<file path="config.mk">
export PLATFORM = sky130hd
export DESIGN_NAME = i2c_apb_master
export DESIGN_NICKNAME = d
export VERILOG_FILES = /design/src/rtl/i2c_pkg.sv /design/src/rtl/i2c_apb_master.sv
export SDC_FILE = /design/constraint.sdc
export NUM_CORES = 1
export LEC_CHECK = 0
export CAP_MARGIN = 20
export CORE_UTILIZATION = 57
export CTS_BUF_LIST = sky130_fd_sc_hd__clkbuf_8
export DETAILED_ROUTE_END_ITERATION = 10
export DONT_BUFFER_PORTS = 1
export GPL_TIMING_DRIVEN = 0
export HOLD_SLACK_MARGIN = 0.05
export MAX_ROUTING_LAYER = met4
export PLACE_DENSITY = 0.75
export RECOVER_POWER = 100
export SLEW_MARGIN = 25
export SYNTH_ARGS = -nofsm -noshare
export SYNTH_HDL_FRONTEND = slang
export SYNTH_SLANG_ARGS = --single-unit
</file>
<file path="constraint.sdc">
create_clock -name clk -period 2.6 [get_ports clk]
set_clock_uncertainty 0.2 [all_clocks]
set_input_delay 0.52 -clock clk [delete_from_list [all_inputs] [get_ports clk]]
set_output_delay 0.52 -clock clk [all_outputs]
set_load 0.01 [all_outputs]
</file>
<file path="src/rtl/i2c_pkg.sv">
// Shared definitions for the APB master: FSM state encoding,
// default ACCESS timeout and wait-counter width.
package i2c_pkg;

    typedef enum logic [1:0] {
        ST_IDLE   = 2'd0,
        ST_SETUP  = 2'd1,
        ST_ACCESS = 2'd2,
        ST_RESP   = 2'd3
    } state_t;

    localparam int TIMEOUT_DEFAULT = 16;
    localparam int WAIT_W          = 8;

endpackage

</file>
<file path="src/rtl/i2c_apb_master.sv">
// Command-driven APB master: accepts one read/write command, runs the
// SETUP/ACCESS handshake with an ACCESS-phase timeout, returns a response.
//
// Ports:
//   clk, rst                 clock, synchronous active-high reset
//   cmd_valid/ready          command handshake
//   cmd_write/posted         direction; posted writes skip the response
//   cmd_addr/wdata           APB address and write data
//   rsp_valid/ready          response handshake
//   rsp_rdata/err            read data (0 for writes/timeouts), timeout flag
//   apb_*                    APB requester signals
//   busy                     high whenever the FSM is not IDLE
module i2c_apb_master
    import i2c_pkg::*;
#(
    parameter int TIMEOUT = TIMEOUT_DEFAULT
) (
    input  logic        clk,
    input  logic        rst,
    input  logic        cmd_valid,
    output logic        cmd_ready,
    input  logic        cmd_write,
    input  logic        cmd_posted,
    input  logic [31:0] cmd_addr,
    input  logic [31:0] cmd_wdata,
    output logic        rsp_valid,
    input  logic        rsp_ready,
    output logic [31:0] rsp_rdata,
    output logic        rsp_err,
    output logic        apb_sel,
    output logic        apb_en,
    output logic        apb_write,
    output logic [31:0] apb_addr,
    output logic [31:0] apb_wdata,
    input  logic        apb_ready,
    input  logic [31:0] apb_rdata,
    output logic        busy
);

    // The counter holds the number of ACCESS cycles already spent waiting;
    // the cycle in which it equals TIMEOUT-1 is the last one allowed.
    localparam logic [WAIT_W-1:0] WAIT_LAST = WAIT_W'(TIMEOUT - 1);

    state_t state;
    state_t state_next;

    logic              write_q;
    logic              posted_q;
    logic [31:0]       addr_q;
    logic [31:0]       wdata_q;
    logic [31:0]       rdata_q;
    logic              err_q;
    logic [WAIT_W-1:0] wait_cnt;

    logic accept;
    logic done;
    logic timeout;

    assign accept  = cmd_valid && (state == ST_IDLE);
    assign done    = (state == ST_ACCESS) && apb_ready;
    assign timeout = (state == ST_ACCESS) && !apb_ready
                     && (wait_cnt == WAIT_LAST);

    // State register
    always_ff @(posedge clk) begin
        if (rst) begin
            state <= ST_IDLE;
        end else begin
            state <= state_next;
        end
    end

    // Next-state logic
    always_comb begin
        state_next = state;
        unique case (state)
            ST_IDLE: begin
                if (cmd_valid) begin
                    state_next = ST_SETUP;
                end
            end
            ST_SETUP: begin
                state_next = ST_ACCESS;
            end
            ST_ACCESS: begin
                if (apb_ready) begin
                    state_next = posted_q ? ST_IDLE : ST_RESP;
                end else if (wait_cnt == WAIT_LAST) begin
                    state_next = ST_RESP;
                end
            end
            ST_RESP: begin
                if (rsp_ready) begin
                    state_next = ST_IDLE;
                end
            end
            default: state_next = ST_IDLE;
        endcase
    end

    // State-decoded outputs
    always_comb begin
        cmd_ready = 1'b0;
        rsp_valid = 1'b0;
        apb_sel   = 1'b0;
        apb_en    = 1'b0;
        busy      = 1'b1;
        unique case (state)
            ST_IDLE: begin
                cmd_ready = 1'b1;
                busy      = 1'b0;
            end
            ST_SETUP: begin
                apb_sel = 1'b1;
            end
            ST_ACCESS: begin
                apb_sel = 1'b1;
                apb_en  = 1'b1;
            end
            ST_RESP: begin
                rsp_valid = 1'b1;
            end
            default: ;
        endcase
    end

    // Command latch, wait counter and response capture
    always_ff @(posedge clk) begin
        if (rst) begin
            write_q  <= 1'b0;
            posted_q <= 1'b0;
            addr_q   <= '0;
            wdata_q  <= '0;
            rdata_q  <= '0;
            err_q    <= 1'b0;
            wait_cnt <= '0;
        end else begin
            if (accept) begin
                write_q  <= cmd_write;
                // Posting only applies to writes.
                posted_q <= cmd_write && cmd_posted;
                addr_q   <= cmd_addr;
                wdata_q  <= cmd_wdata;
            end
            if (state == ST_SETUP) begin
                wait_cnt <= '0;
            end else if ((state == ST_ACCESS) && !apb_ready) begin
                wait_cnt <= wait_cnt + WAIT_W'(1);
            end
            if (done) begin
                rdata_q <= write_q ? 32'h0 : apb_rdata;
                err_q   <= 1'b0;
            end else if (timeout) begin
                rdata_q <= 32'h0;
                err_q   <= 1'b1;
            end
        end
    end

    assign apb_write = write_q;
    assign apb_addr  = addr_q;
    assign apb_wdata = wdata_q;
    assign rsp_rdata = rdata_q;
    assign rsp_err   = err_q;

endmodule

</file>
After elaboration in Yosys (flattened, before gate mapping):

Cells that the tools add are included.

* register bits: 109
* bits in latches: 0
* bits in writable memories: 0
* bits in read-only memories: 0
* output and inout bits: 103
* logic and storage cells: 42
* memories: 0

* add/sub/neg operators: 1
* $mul: 0
* div/mod/pow operators: 0
* magnitude comparators: 0
* equal/unequal tests: 7
* shift operators: 0
* multiplexer cells: 14
* bitwise gates (word level): 0
* reductions and logical operators: 12

Operator list (count)
* 32-bit 2-to-1 mux: 3
* 2-bit 2-to-1 mux: 5
* 8-bit by 1-bit adder with 8-bit output (second input constant): 1
* 8-bit by 4-bit equality test with 1-bit output (second input constant): 1
* 2-bit case mux with 4 select lines: 1
* 2-bit OR reduction: 3
* 1-bit logical AND: 5
* 1-bit 2-to-1 mux: 5
* 2-bit equality test (second input constant): 2
* 2-bit inequality test (second input constant): 2
* 3-bit by 2-bit inequality test with 1-bit output (second input constant): 1
* 3-bit AND reduction: 1
* 2-bit by 1-bit equality test with 1-bit output (second input constant): 1
* 2-bit zero test: 1
* 2-bit nonzero test: 1
* 1-bit zero test: 1

Logic depth before layout (Yosys ltp):

* depth in word-level cells: 5
* mapped depth: 7
* mapped depth without buffers: 5

Worst setup path before layout:

OpenSTA, ideal clock, no wires.

* path type: flip-flop to flip-flop
* start: register state[0]
* end: register rdata_q[10] (netlist: rsp_rdata[10])
* arrival: 1467 ps
* data required time: 2261 ps
* setup slack: 793 ps
* stages on the path, launching flop included: 8
* period minus slack after synthesis: 1807 ps
* cell sequence: dfxtp_1 > inv_1 > ha_1 > buf_4 > clkbuf_1 > nor3b_1 > a21oi_1 > o41ai_2

* cells in the longest elaborated chain, start to end: 4
* elaborated cells on any way between the ends: 6
* those cells by class: eq/ne: 1; mux: 1; reduce/logical: 4

Ends and longest elaborated chain
* start, declared: RTL line i2c_apb_master.sv:44 `state_t state;`
* start signal, assigned: RTL line i2c_apb_master.sv:69 `state <= state_next;`
* 2-bit equality test (*): RTL line i2c_apb_master.sv:60, i2c_apb_master.sv:61
* 1-bit logical AND: RTL line i2c_apb_master.sv:61 `assign timeout = (state == ST_ACCESS) && !apb_ready`
* 1-bit logical AND: RTL line i2c_apb_master.sv:62 `&& (wait_cnt == WAIT_LAST);`
* 2-bit nonzero test (no line)
* end signal, assigned: RTL line i2c_apb_master.sv:151 `rdata_q <= write_q ? 32'h0 : apb_rdata;`
* end, declared: RTL line i2c_apb_master.sv:51 `logic [31:0] rdata_q;`

Mark *: on every way between the ends. The rest lies on a longest branch, timed or not.
A chain may end at the register's enable or synchronous reset.

Worst setup path after layout:

* start: register state[0]
* end: register wdata_q[0] (netlist: apb_wdata[0])

* cells in the longest elaborated chain, start to end: 2

Ends and longest elaborated chain
* 2-bit zero test: RTL line i2c_apb_master.sv:59 `assign accept = cmd_valid && (state == ST_IDLE);`
* 1-bit logical AND: RTL line i2c_apb_master.sv:59
* end signal, assigned: RTL line i2c_apb_master.sv:143 `wdata_q <= cmd_wdata;`
* end, declared: RTL line i2c_apb_master.sv:50 `logic [31:0] wdata_q;`

Every way passes these cells.

==> metrics.txt <==
hold path start=cmd_addr[19]; Tcrit/Tclk final=approximately nine tenths; Remaining DRCs=0; final antenna-violating net count=0; status=completed; Power Dens Cells=just under 800 nW/um^2; later-pin clock latency in the skew report=around 0.36 ns; Post-synth EDFFs=0; Final #Nets=between 600 and 700; initial antenna violation count=0; Final Non-Filler Cells=roughly 660; Worst Setup SP=state[0]; CTS resizes=0; end of the worst hold path=apb_addr[19]; number of global-route vias before repair=about 3700; Seq pwr share=between 50% and 60%; Comb pwr share=about a fifth; Post-DP Area=4840 sq um; pre-CTS WS=0.394 ns; CP endpoint kind=register; Ports=between 200 and 250; R2R Path End=apb_wdata[0]; Std-Cell Rows=32; Cells after DPL=between 600 and 700; Clock power frac=25.7%; R2R setup slack=roughly 0.28 ns; CTS Root Cell=clkbuf_8; R2R Path Start=state[0]; slew margin rel.=a little over half; Min-Delay Path Class=in -> reg; share of cells above drive strength 1=between 10% and 20%; synth warn=0; crit path kind=reg -> reg; CP startpoint kind=register; worst-path cell chain=inv_1 > ha_1 > and2_0 > clkbuf_1 > buf_2 > nand2_1 > a21oi_1; Crit path max-delay family=buffers and inverters; RSZ-0062 raised after global routing=no; Setup WS post-layout=about 0.28 ns; first-pass GRT wire length=approximately 18000 microns; fmax=~430 MHz; TritonRoute pass-1 iters=4; final hold vios=0; Sw Ratio=34.8%; post-layout min period=between 2 and 2.5 ns; Setup Fix Bufs, Post-CTS=0; Final Routed Wirelength=11300 microns; setup_tns=0 ns; Starting Density=between 60 and 70%; GRT Resource Usage Total=a little over a quarter; Reg clk slew, reported paths=0.12 ns; CTS tree=done; dominant synthesized flop cell=dfxtp_1; port bufs=0; Worst-Margin Slew=around 0.69 ns; gr ovfl total=0; fin. max-slew vios=0; internal power=between 2 and 2.5 mW; syn_nets=650; Max FO, Critical Path=10; Worst Path Buf+Inv=3; Mapped Cells=roughly 540; post-layout power=3.83 mW; Worst path slowest cell=clkbuf_1; number of vias per cell=around 5.7; Worst Path Required=about 2.7 ns; Async SR Flop Fraction=0%; Die Area=approximately 8600 sq um; Routed WL per cell=17.1 microns; Switch Pwr=around 1.3 mW; antenna fix cells=0; Setup violations, final=0; via count=3774; drt initial violations=147; routability cong.=~0.8; Core Region=7850 sq um; Post-Syn Area per Cell=between 8 and 9 sq um; clk sink count=around 110; Clock Path Buffers=2; Seq/Total Area, Yosys=between 40% and 50%; largest stage delay on the critical path=about 0.4 ns; Die H=between 90 and 100 microns; FF+latch count, synth=between 100 and 150; # hold bufs at CTS=0; synthesized cell area=around 4700 sq um; worst r2r path cells=7; Leakage=approximately 1.8 nW; DIE WIDTH=about 93 microns; DP HPWL=between 8000 and 9000 microns; Final Cell Area=4950 sq um; hold path cells=2; Peak VDD IR=between 0.5 and 0.6 mV; Max-cap violations=0; H-tree depth=3; Syn-to-layout area delta=4.99%; largest net degree at the start of global routing=20; Yosys cell types=40; endpoint arrival time on the critical path=2.42 ns; final hold slack=~0.067 ns; final core occ=a little over three fifths; CTS buffer count=9
## sequential cells by signal, summed over array words and instances, names as in the netlist
signal and flops:
apb_write 1, wait_cnt 8, rsp_err 1, apb_addr 32, posted_q 1, state 2, rsp_rdata 32, apb_wdata 32
## how the worst max path moves through the flow
stage | to | slack [ns] | cells past startpoint
after floorplan | rsp_rdata[10] | 0.79 | 7
after global placement | rsp_rdata[19] | 0.49 | 7
after detailed placement | rsp_rdata[14] | 0.39 | 7
after CTS | rsp_rdata[14] | 0.38 | 7
after global routing | apb_wdata[0] | 0.09 | 7
final | apb_wdata[0] | 0.28 | 7
## routing by layer
| layer | share of wire, % | GRT usage [%] | routed length, microns |
|---|---|---|---|
| met2 | 50 | 44.2 | 5650 |
| met5 | 0 | - | 0 |
| met3 | 7.7 | 7.55 | 864 |
| met1 | 40 | 29.7 | 4570 |
| met4 | 1.8 | 9.23 | 204 |
## cell families (layout without fill, tap and decap cells)
kind of cell	after synthesis	in the layout	synth area share, %
and+or+nand+nor	193	193	20.2
DFF	109	109	46.3
AOI/OAI and AO/OA	147	147	23.4
adders and majority gates	6	6	1.59
muxes	1	1	0.212
xor gates and xnor gates	2	2	0.372
buffers and inverters	83	99	7.88
## power groups by stage
| stage | sequential [mW] | clock (mW) | combinational [mW] |
|---|---|---|---|
| after CTS | 2.10 | 0.991 | 0.765 |
| after floorplan | 2.09 | 0 | 0.618 |
| after global routing | 2.13 | 1.07 | 0.839 |
| after global placement | 2.14 | 0 | 0.731 |
| final | 2.10 | 0.984 | 0.748 |
| after detailed placement | 2.14 | 0 | 0.761 |
## cell type report
type                       count  area [sq um]
buffer                        46           229
inverter                      37           139
clock inverter                 7          60.1
sequential                   109          2180
clock buffer                   9           124
fill                         709          2900
multi-input combinational    349          2090
tap                          102           128
## layout by cell type (no fill, tap or decap), types with 3 or more instances in the layout
master    synthesis  final
nand3_1           3      3
o41ai_1           2      8
o21ai_0           4      4
buf_2            15     10
nor2_1            3      3
buf_1             5      5
nor3b_1          33     33
or3_1             4      4
a21oi_1         105    105
ha_1              6      6
inv_1            37     38
buf_6             5      5
dfxtp_1         109    109
o41ai_2          30     24
clkbuf_8          0      9
nand2_1         133    133
clkbuf_1         20     23
## cells in the mapped netlist, types with 2 or more instances
cell | n | area share (%)
a21oi_1 | 105 | 11
and2_1 | 2 | 0.27
buf_1 | 5 | 0.40
buf_2 | 15 | 1.6
buf_6 | 5 | 1.2
clkbuf_1 | 20 | 1.6
dfxtp_1 | 109 | 46
ha_1 | 6 | 1.6
inv_1 | 37 | 2.9
nand2_1 | 133 | 11
nand2b_1 | 2 | 0.27
nand3_1 | 3 | 0.32
nor2_1 | 3 | 0.24
nor2b_1 | 2 | 0.27
nor3b_1 | 33 | 5.3
o21ai_0 | 4 | 0.42
o41ai_1 | 2 | 0.37
o41ai_2 | 30 | 10
or3_1 | 4 | 0.53
No activity file was read; power rests on OpenSTA's default activity.
